$ cat src/rtl/uart_autobaud_ctrl.sv
// Auto-baud calibration: times a received 0x55 sync character and programs the
// baud generator's clock_divide for a 2^OVS_LOG2 oversampled receive tick.
module uart_autobaud_ctrl #(
  parameter int          OVS_LOG2       = 4,
  parameter int          CNT_W          = 24,
  parameter logic [15:0] DEFAULT_DIVIDE = 16'd26
) (
  input  logic        clk,
  input  logic        reset,
  input  logic        start,
  input  logic        rx,
  output logic [15:0] clock_divide,
  output logic        baud_enable,
  output logic        busy,
  output logic        locked,
  output logic        error
);

  // Edge 1 to edge 5 of 0x55 spans 8 bit times, hence the extra 3 in the shift.
  localparam int              SHIFT   = 3 + OVS_LOG2;
  localparam logic [CNT_W-1:0] CNT_MAX = '1;

  typedef enum logic [2:0] {
    ST_IDLE,
    ST_WAIT_EDGE,
    ST_MEASURE,
    ST_CALC,
    ST_FAIL
  } state_t;

  state_t             state_q, state_d;
  logic               rx_q, rx_d;
  logic [CNT_W-1:0]   cnt_q, cnt_d;
  logic [2:0]         edge_cnt_q, edge_cnt_d;
  logic [CNT_W-1:0]   n_q, n_d;
  logic [15:0]        clock_divide_q, clock_divide_d;
  logic               baud_enable_q, baud_enable_d;
  logic               busy_q, busy_d;
  logic               locked_q, locked_d;
  logic               error_q, error_d;
  logic               fall;
  logic [31:0]        quot;

  always_ff @(posedge clk) begin
    if (reset) begin
      state_q        <= ST_IDLE;
      rx_q           <= 1'b1;
      cnt_q          <= '0;
      edge_cnt_q     <= '0;
      n_q            <= '0;
      clock_divide_q <= DEFAULT_DIVIDE;
      baud_enable_q  <= 1'b1;
      busy_q         <= 1'b0;
      locked_q       <= 1'b0;
      error_q        <= 1'b0;
    end else begin
      state_q        <= state_d;
      rx_q           <= rx_d;
      cnt_q          <= cnt_d;
      edge_cnt_q     <= edge_cnt_d;
      n_q            <= n_d;
      clock_divide_q <= clock_divide_d;
      baud_enable_q  <= baud_enable_d;
      busy_q         <= busy_d;
      locked_q       <= locked_d;
      error_q        <= error_d;
    end
  end

  always_comb begin
    state_d        = state_q;
    rx_d           = rx;
    cnt_d          = cnt_q;
    edge_cnt_d     = edge_cnt_q;
    n_d            = n_q;
    clock_divide_d = clock_divide_q;
    baud_enable_d  = baud_enable_q;
    busy_d         = busy_q;
    locked_d       = locked_q;
    error_d        = error_q;
    fall           = rx_q & ~rx;
    quot           = 32'(n_q) >> SHIFT;

    case (state_q)
      ST_IDLE: begin
        if (start) begin
          state_d       = ST_WAIT_EDGE;
          cnt_d         = '0;
          edge_cnt_d    = '0;
          busy_d        = 1'b1;
          baud_enable_d = 1'b0;
          locked_d      = 1'b0;
          error_d       = 1'b0;
        end
      end

      ST_WAIT_EDGE: begin
        if (fall) begin
          cnt_d      = CNT_W'(1);
          edge_cnt_d = 3'd1;
          state_d    = ST_MEASURE;
        end else if (cnt_q == CNT_MAX) begin
          state_d = ST_FAIL;
        end else begin
          cnt_d = cnt_q + CNT_W'(1);
        end
      end

      ST_MEASURE: begin
        if (fall && (edge_cnt_q == 3'd4)) begin
          n_d        = cnt_q;
          edge_cnt_d = 3'd5;
          state_d    = ST_CALC;
        end else if (cnt_q == CNT_MAX) begin
          state_d = ST_FAIL;
        end else begin
          cnt_d = cnt_q + CNT_W'(1);
          if (fall) begin
            edge_cnt_d = edge_cnt_q + 3'd1;
          end
        end
      end

      ST_CALC: begin
        // Zero means the line is faster than one tick per cycle; above 2^16 will not fit the divider.
        if ((quot == 32'd0) || (quot > 32'd65536)) begin
          state_d = ST_FAIL;
        end else begin
          clock_divide_d = 16'(quot - 32'd1);
          baud_enable_d  = 1'b1;
          locked_d       = 1'b1;
          busy_d         = 1'b0;
          state_d        = ST_IDLE;
        end
      end

      ST_FAIL: begin
        error_d       = 1'b1;
        busy_d        = 1'b0;
        baud_enable_d = 1'b1;
        state_d       = ST_IDLE;
      end

      default: begin
        state_d = ST_IDLE;
      end
    endcase
  end

  assign clock_divide = clock_divide_q;
  assign baud_enable  = baud_enable_q;
  assign busy         = busy_q;
  assign locked       = locked_q;
  assign error        = error_q;

endmodule
$ cat config.mk
export PLATFORM = sky130hd
export DESIGN_NAME = uart_autobaud_ctrl
export DESIGN_NICKNAME = d
export VERILOG_FILES = /design/src/rtl/uart_autobaud_ctrl.sv
export SDC_FILE = /design/constraint.sdc
export NUM_CORES = 1
export LEC_CHECK = 0
export ABC_AREA = 1
export ABC_CLOCK_PERIOD_IN_PS = 3100
export CAP_MARGIN = 20
export CORE_ASPECT_RATIO = 0.8
export CORE_MARGIN = 4
export CORE_UTILIZATION = 45
export DETAILED_ROUTE_END_ITERATION = 10
export PLACE_DENSITY_LB_ADDON = 0.08
export SLEW_MARGIN = 30
export SYNTH_ARGS = -nofsm -noshare
export SYNTH_HDL_FRONTEND = slang
export SYNTH_SLANG_ARGS = --single-unit
$ cat constraint.sdc
create_clock -name clk -period 3.1 [get_ports clk]
set_input_delay 0.62 -clock clk [delete_from_list [all_inputs] [get_ports clk]]
set_output_delay 0.62 -clock clk [all_outputs]
set_load 0.02 [all_outputs]
* Word level (Yosys, flattened, before mapping)
Cells that the tools add are included.
Storage, ports and cells: register bits after elaboration 75, input bits 4, logic and storage cells 69, output and inout bits 20
Cells by class: reductions and logical operators 15, multiplexer cells 25, equality and inequality tests 12, magnitude comparators 1, bitwise gates (word level) 3, add/sub/neg operators 3
Operator list (count):
- two-way mux 24 bit | 4
- case mux 24 bit (3 select lines) | 1
- zero test 32 bit | 1
- two-way mux 3 bit | 10
- adder 24 x 1 -> 24 bit (second input constant) | 1
- equality test 24 bit (second input constant) | 1
- > comparator 17 bit (second input constant) | 1
- subtractor 16 x 1 -> 16 bit (second input constant) | 1
- case mux 3 bit (4 select lines) | 1
- case mux 3 bit (3 select lines) | 1
- AND reduction 3 bit | 3
- inequality test 2 bit (second input constant) | 4
- equality test 3 x 2 -> 1 bit (second input constant) | 2
- equality test 3 bit (second input constant) | 2
- inequality test 3 bit (second input constant) | 2
- case mux 1 bit (3 select lines) | 2
- AND reduction 2 bit | 3
- nonzero test 3 bit | 2
- AND reduction 5 bit | 1
- two-way mux 1 bit | 4
- case mux 1 bit (2 select lines) | 2
- nonzero test 2 bit | 2
- adder 3 x 1 -> 3 bit (second input constant) | 1
- equality test 3 x 1 -> 1 bit (second input constant) | 1
- 5 further kinds | 6

* Logic depth before layout (Yosys ltp)
depth after elaboration 6, depth in mapped cells 12, mapped depth without buffers 12

* Least setup slack after synthesis
OpenSTA, ideal clock, no wires.
path kind in2reg, start in rx, end reg cnt_q[17], stages on the path 10, setup time 0.115 ns, data arrival time 1.608 ns, data required time 2.985 ns, slack 1.377 ns, buffers on the path 1, path through inv_1 nand4_1 nor2_4 nor2_2 inv_2 o21ai_4 inv_2 buf_6 nand2_1 nor2_1
On the way: word-level cells in the longest chain between the ends 5, elaborated cells on any way between the ends 7, those cells by class eq/ne: 1; mux: 2; bitwise: 2; reduce/logical: 2
Ends and longest elaborated chain:
- start: declaration | RTL line 11 | input logic rx,
- inverter 1 bit (*) | RTL line 81 | fall = rx_q & ~rx;
- AND 1 bit (*) | RTL line 81
- logical AND 1 bit | RTL line 110 | if (fall && (edge_cnt_q == 3'd4)) begin
- inequality test 2 bit (no line)
- AND reduction 3 bit (no line)
- end signal: assignment | RTL line 59 | cnt_q <= cnt_d;
- end: declaration | RTL line 33 | logic [CNT_W-1:0] cnt_q, cnt_d;
Mark *: on every way between the ends. The rest lies on a longest branch, timed or not. A chain may end at the register's enable or synchronous reset.

* Final worst setup path
start reg n_q[7], end reg clock_divide_q[4] (netlist: clock_divide[4])
On the way: word-level cells in the longest chain between the ends 4, elaborated cells on any way between the ends 6, those cells by class add/sub: 1; order compare: 1; bitwise: 1; reduce/logical: 3
Ends and longest elaborated chain:
- start: declaration | RTL line 35 | logic [CNT_W-1:0] n_q, n_d;
- start signal: assignment | RTL line 61 | n_q <= n_d;
- > comparator 17 bit / zero test 32 bit (equally long branches) | RTL line 126 | if ((quot == 32'd0) || (quot > 32'd65536)) begin
- logical OR 1 bit | RTL line 126
- inverter 1 bit (no line)
- AND reduction 2 bit (no line)
- end signal: assignment | RTL line 62 | clock_divide_q <= clock_divide_d;
- end: declaration | RTL line 36 | logic [15:0] clock_divide_q, clock_divide_d;
Parallel ways exist; a longest one is shown, timed or not.

==> out/qor.csv <==
stage,metric,value,unit
route,wl_per_cell,12.7,µm
worst_setup_path,r2r_cells,10,
power,cellLeakagePower,1.74,nW
sta,setup_viol,0,
route,wl,8180,µm
worst_setup_path,critPathKind,register to register,
finish,nets,542,
clock_tree,worstSkewPairLatency,0.34,ns
clock_tree,root_buffer,clkbuf_8,
sta,period_minus_slack,2.14,ns
clock_tree,cts.sinks,68,
logic_synthesis,ys_ff_latch,68,
finish,drive_above_1_share,0.0762,
clock_tree,cts_hold_buf,0,
route,drc,0,
global_route,first_global_vias,2892,
finish,n_antenna_cell,0,
global_route,grt_usage,0.192,
global_route,antenna_found_initial,0,
clock_tree,cts_made_buffers,9,
logic_synthesis,yosysTopAreaCellShare,0.396,
logic_synthesis,synth-simple-area-share,0.331,
die,rows,28,
route,ant_nets,0,
finish,most-common-layout-cells,"103 x nand2_1, 95 x nor2_1, 68 x dfxtp_1",
worst_setup_path,cp_max_fo,22,
logic_synthesis,synth_compound_area_frac,0.139,
die,start_util,0.463,
logic_synthesis,synthMuxAreaShare,0,
logic_synthesis,synthCells,507,
logic_synthesis,synth-xor-area-share,0.0331,
placement,routabilityCongestion,0.889,
route,dr.pass1.iters,4,
logic_synthesis,synth_top_cell_by_area,dfxtp_1,
clock_tree,cts_max_level,3,
global_route,grt_pass1_wl,14100,µm
worst_hold_path,hold_depth,2,
clock_tree,cts.clk_slew.worst_paths,0.07,ns
clock_tree,postCtsResizedCells,0,
worst_hold_path,hp-class,register to register,
logic_synthesis,yosysUniqueCellTypes,31,
logic_synthesis,ys_warn_count,0,
sta,setup-tns-final,0,ns
sta,slew_headroom,0.621,
die,die_x,106,µm
die,core,0.00743,mm²
sta,drv_slew,0,
sta,fmax,0.467,GHz
worst_setup_path,crit_arrival,2.43,ns
finish,final_common_cell,nand2_1,
logic_synthesis,synth.net_count,516,
finish,syn_to_final_growth,15.4,%
sta,period_share,0.690,
worst_setup_path,endpoint_kind,register,
die,die_h,86.2,µm
logic_synthesis,synth-seq-area-share,0.396,
route,drt-initial-drc-count,181,
sta,tightest_slew,0.568,ns
route,vias_per_cell,4.93,
placement,place_hpwl,6070,µm
sta,timing.hold.ws,0.460,ns
sta,rsz0062_at_grt,no,
sta,skew,0.00657,ns
die,die_area,0.00911,mm²
logic_synthesis,synth_area,0.00344,mm²
worst_setup_path,start_kind,register,
status,status,finished clean,
logic_synthesis,avgSynthCellArea,6.78,µm²
global_route,grt_max_degree,29,
die,io_pins,24,
sta,hold_viol,0,
clock_tree,clockBufferDepth,2,
logic_synthesis,synth_top_family_by_area,simple AND/OR/NAND/NOR gates,
placement,portBuffers,23,
finish,multi_input_area,0.00179,mm²
flow_run,max-cap-violations,0,
global_route,grt-ovfl-total,0,
clock_tree,post-cts-setup-buffers,0,
logic_synthesis,synth_top_cells_by_area,"dfxtp_1 40%, nand2_1 11%, nor2_1 10%",
power,ir_worst_vdd,0.229,mV
worst_setup_path,cp_data_required_time,3.39,ns
clock_tree,cts_tree,done,
finish,n_fill_cell,769,
logic_synthesis,synth_fa_ha_area_frac,0.0182,
finish,seq_area,0.00136,mm²
route,dr_total_vias,3167,
power,p_per_area,467,mW/mm²
==> cells in the mapped netlist <==
cell type / n
o31ai_1: 1
buf_6: 2
nand4_1: 7
nand2_2: 1
inv_1: 54
nand2_4: 1
inv_2: 4
nor3_1: 8
nand3_2: 6
o211a_1: 1
nand3b_1: 1
o21ai_4: 1
dfxtp_1: 68
o21bai_1: 2
nor2_1: 95
nor3b_1: 1
clkbuf_1: 7
a211oi_1: 1
nor2_4: 3
nand2_1: 103
nand3_1: 27
nor2_2: 6
and2_1: 1
ha_1: 5
o21ai_0: 37
a21oi_1: 46
xor2_1: 10
xnor2_1: 3
a22oi_1: 1
and3_1: 1
buf_2: 3
==> stage by stage <==
step	instances	utilization	worst slack (ns)	instance area (µm²)	total power [mW]
floorplan	507	-	1.38	3440	1.07
global placement	627	0.507	0.764	3760	1.12
detailed placement	627	0.507	0.729	3760	1.12
CTS	643	0.534	0.942	3970	1.87
global route	643	0.534	0.607	3970	1.94
finish	643	0.534	0.960	3970	1.85
==> flip-flops by register name, summed over array words and instances (netlist names) <==
| name | cells |
|---|---|
| clock_divide | 16 |
| locked | 1 |
| rx_q | 1 |
| state_q | 3 |
| n_q | 17 |
| baud_enable | 1 |
| busy | 1 |
| error | 1 |
| edge_cnt_q | 3 |
| cnt_q | 24 |
==> metal layers <==
layer	share of wire	up-vias	GRT usage	wire length [µm]
li1	-	1688	-	-
met1	0.53	1433	0.279	4370
met2	0.42	37	0.286	3430
met3	0.034	9	0.0462	276
met4	0.012	0	0.0506	96
met5	0	-	0	0
==> worst max-delay path, cell delays in order, from the launching register on <==
cell and delay (ns):
dfxtp_1 0.33, inv_1 0.11, ha_1 0.17, nand2_1 0.05, nor2_1 0.13, nand2_1 0.07, nand2_1 0.08, nand3_2 0.24
inv_1 0.53, o21ai_0 0.26, nand2_1 0.11
==> power by group <==
part,internal [mW],switching [mW]
logic,0.0654,0.126
registers,0.892,0.0150
clock network,0.413,0.341
total,1.37,0.482
==> final timing paths <==
kind	endpoint	start	slack [ns]
setup / recovery	clock_divide[4]	n_q[7]	0.96
hold / removal	clock_divide[4]	clock_divide[4]	0.46
setup reg to reg	clock_divide[4]	n_q[7]	0.96
hold reg to reg	clock_divide[4]	clock_divide[4]	0.46
==> logic make-up (layout without fill, tap and decap cells) <==
| kind of cell | count (synthesis) | in the layout |
|---|---|---|
| DFF | 68 | 68 |
| xor gates and xnor gates | 13 | 13 |
| buffers and inverters | 70 | 101 |
| adders and majority gates | 5 | 5 |
| and+or+nand+nor | 261 | 261 |
| AOI/OAI and AO/OA | 90 | 90 |
==> area by class of cell <==
cell class,count,area share
multi-input cells,369,0.452
inverters,58,0.0549
well taps,105,0.0331
repair buffers,27,0.0656
clock buffers,12,0.0391
clock inverters,4,0.0120
flip-flops and latches,68,0.343
No activity file was read; power rests on OpenSTA's default activity.
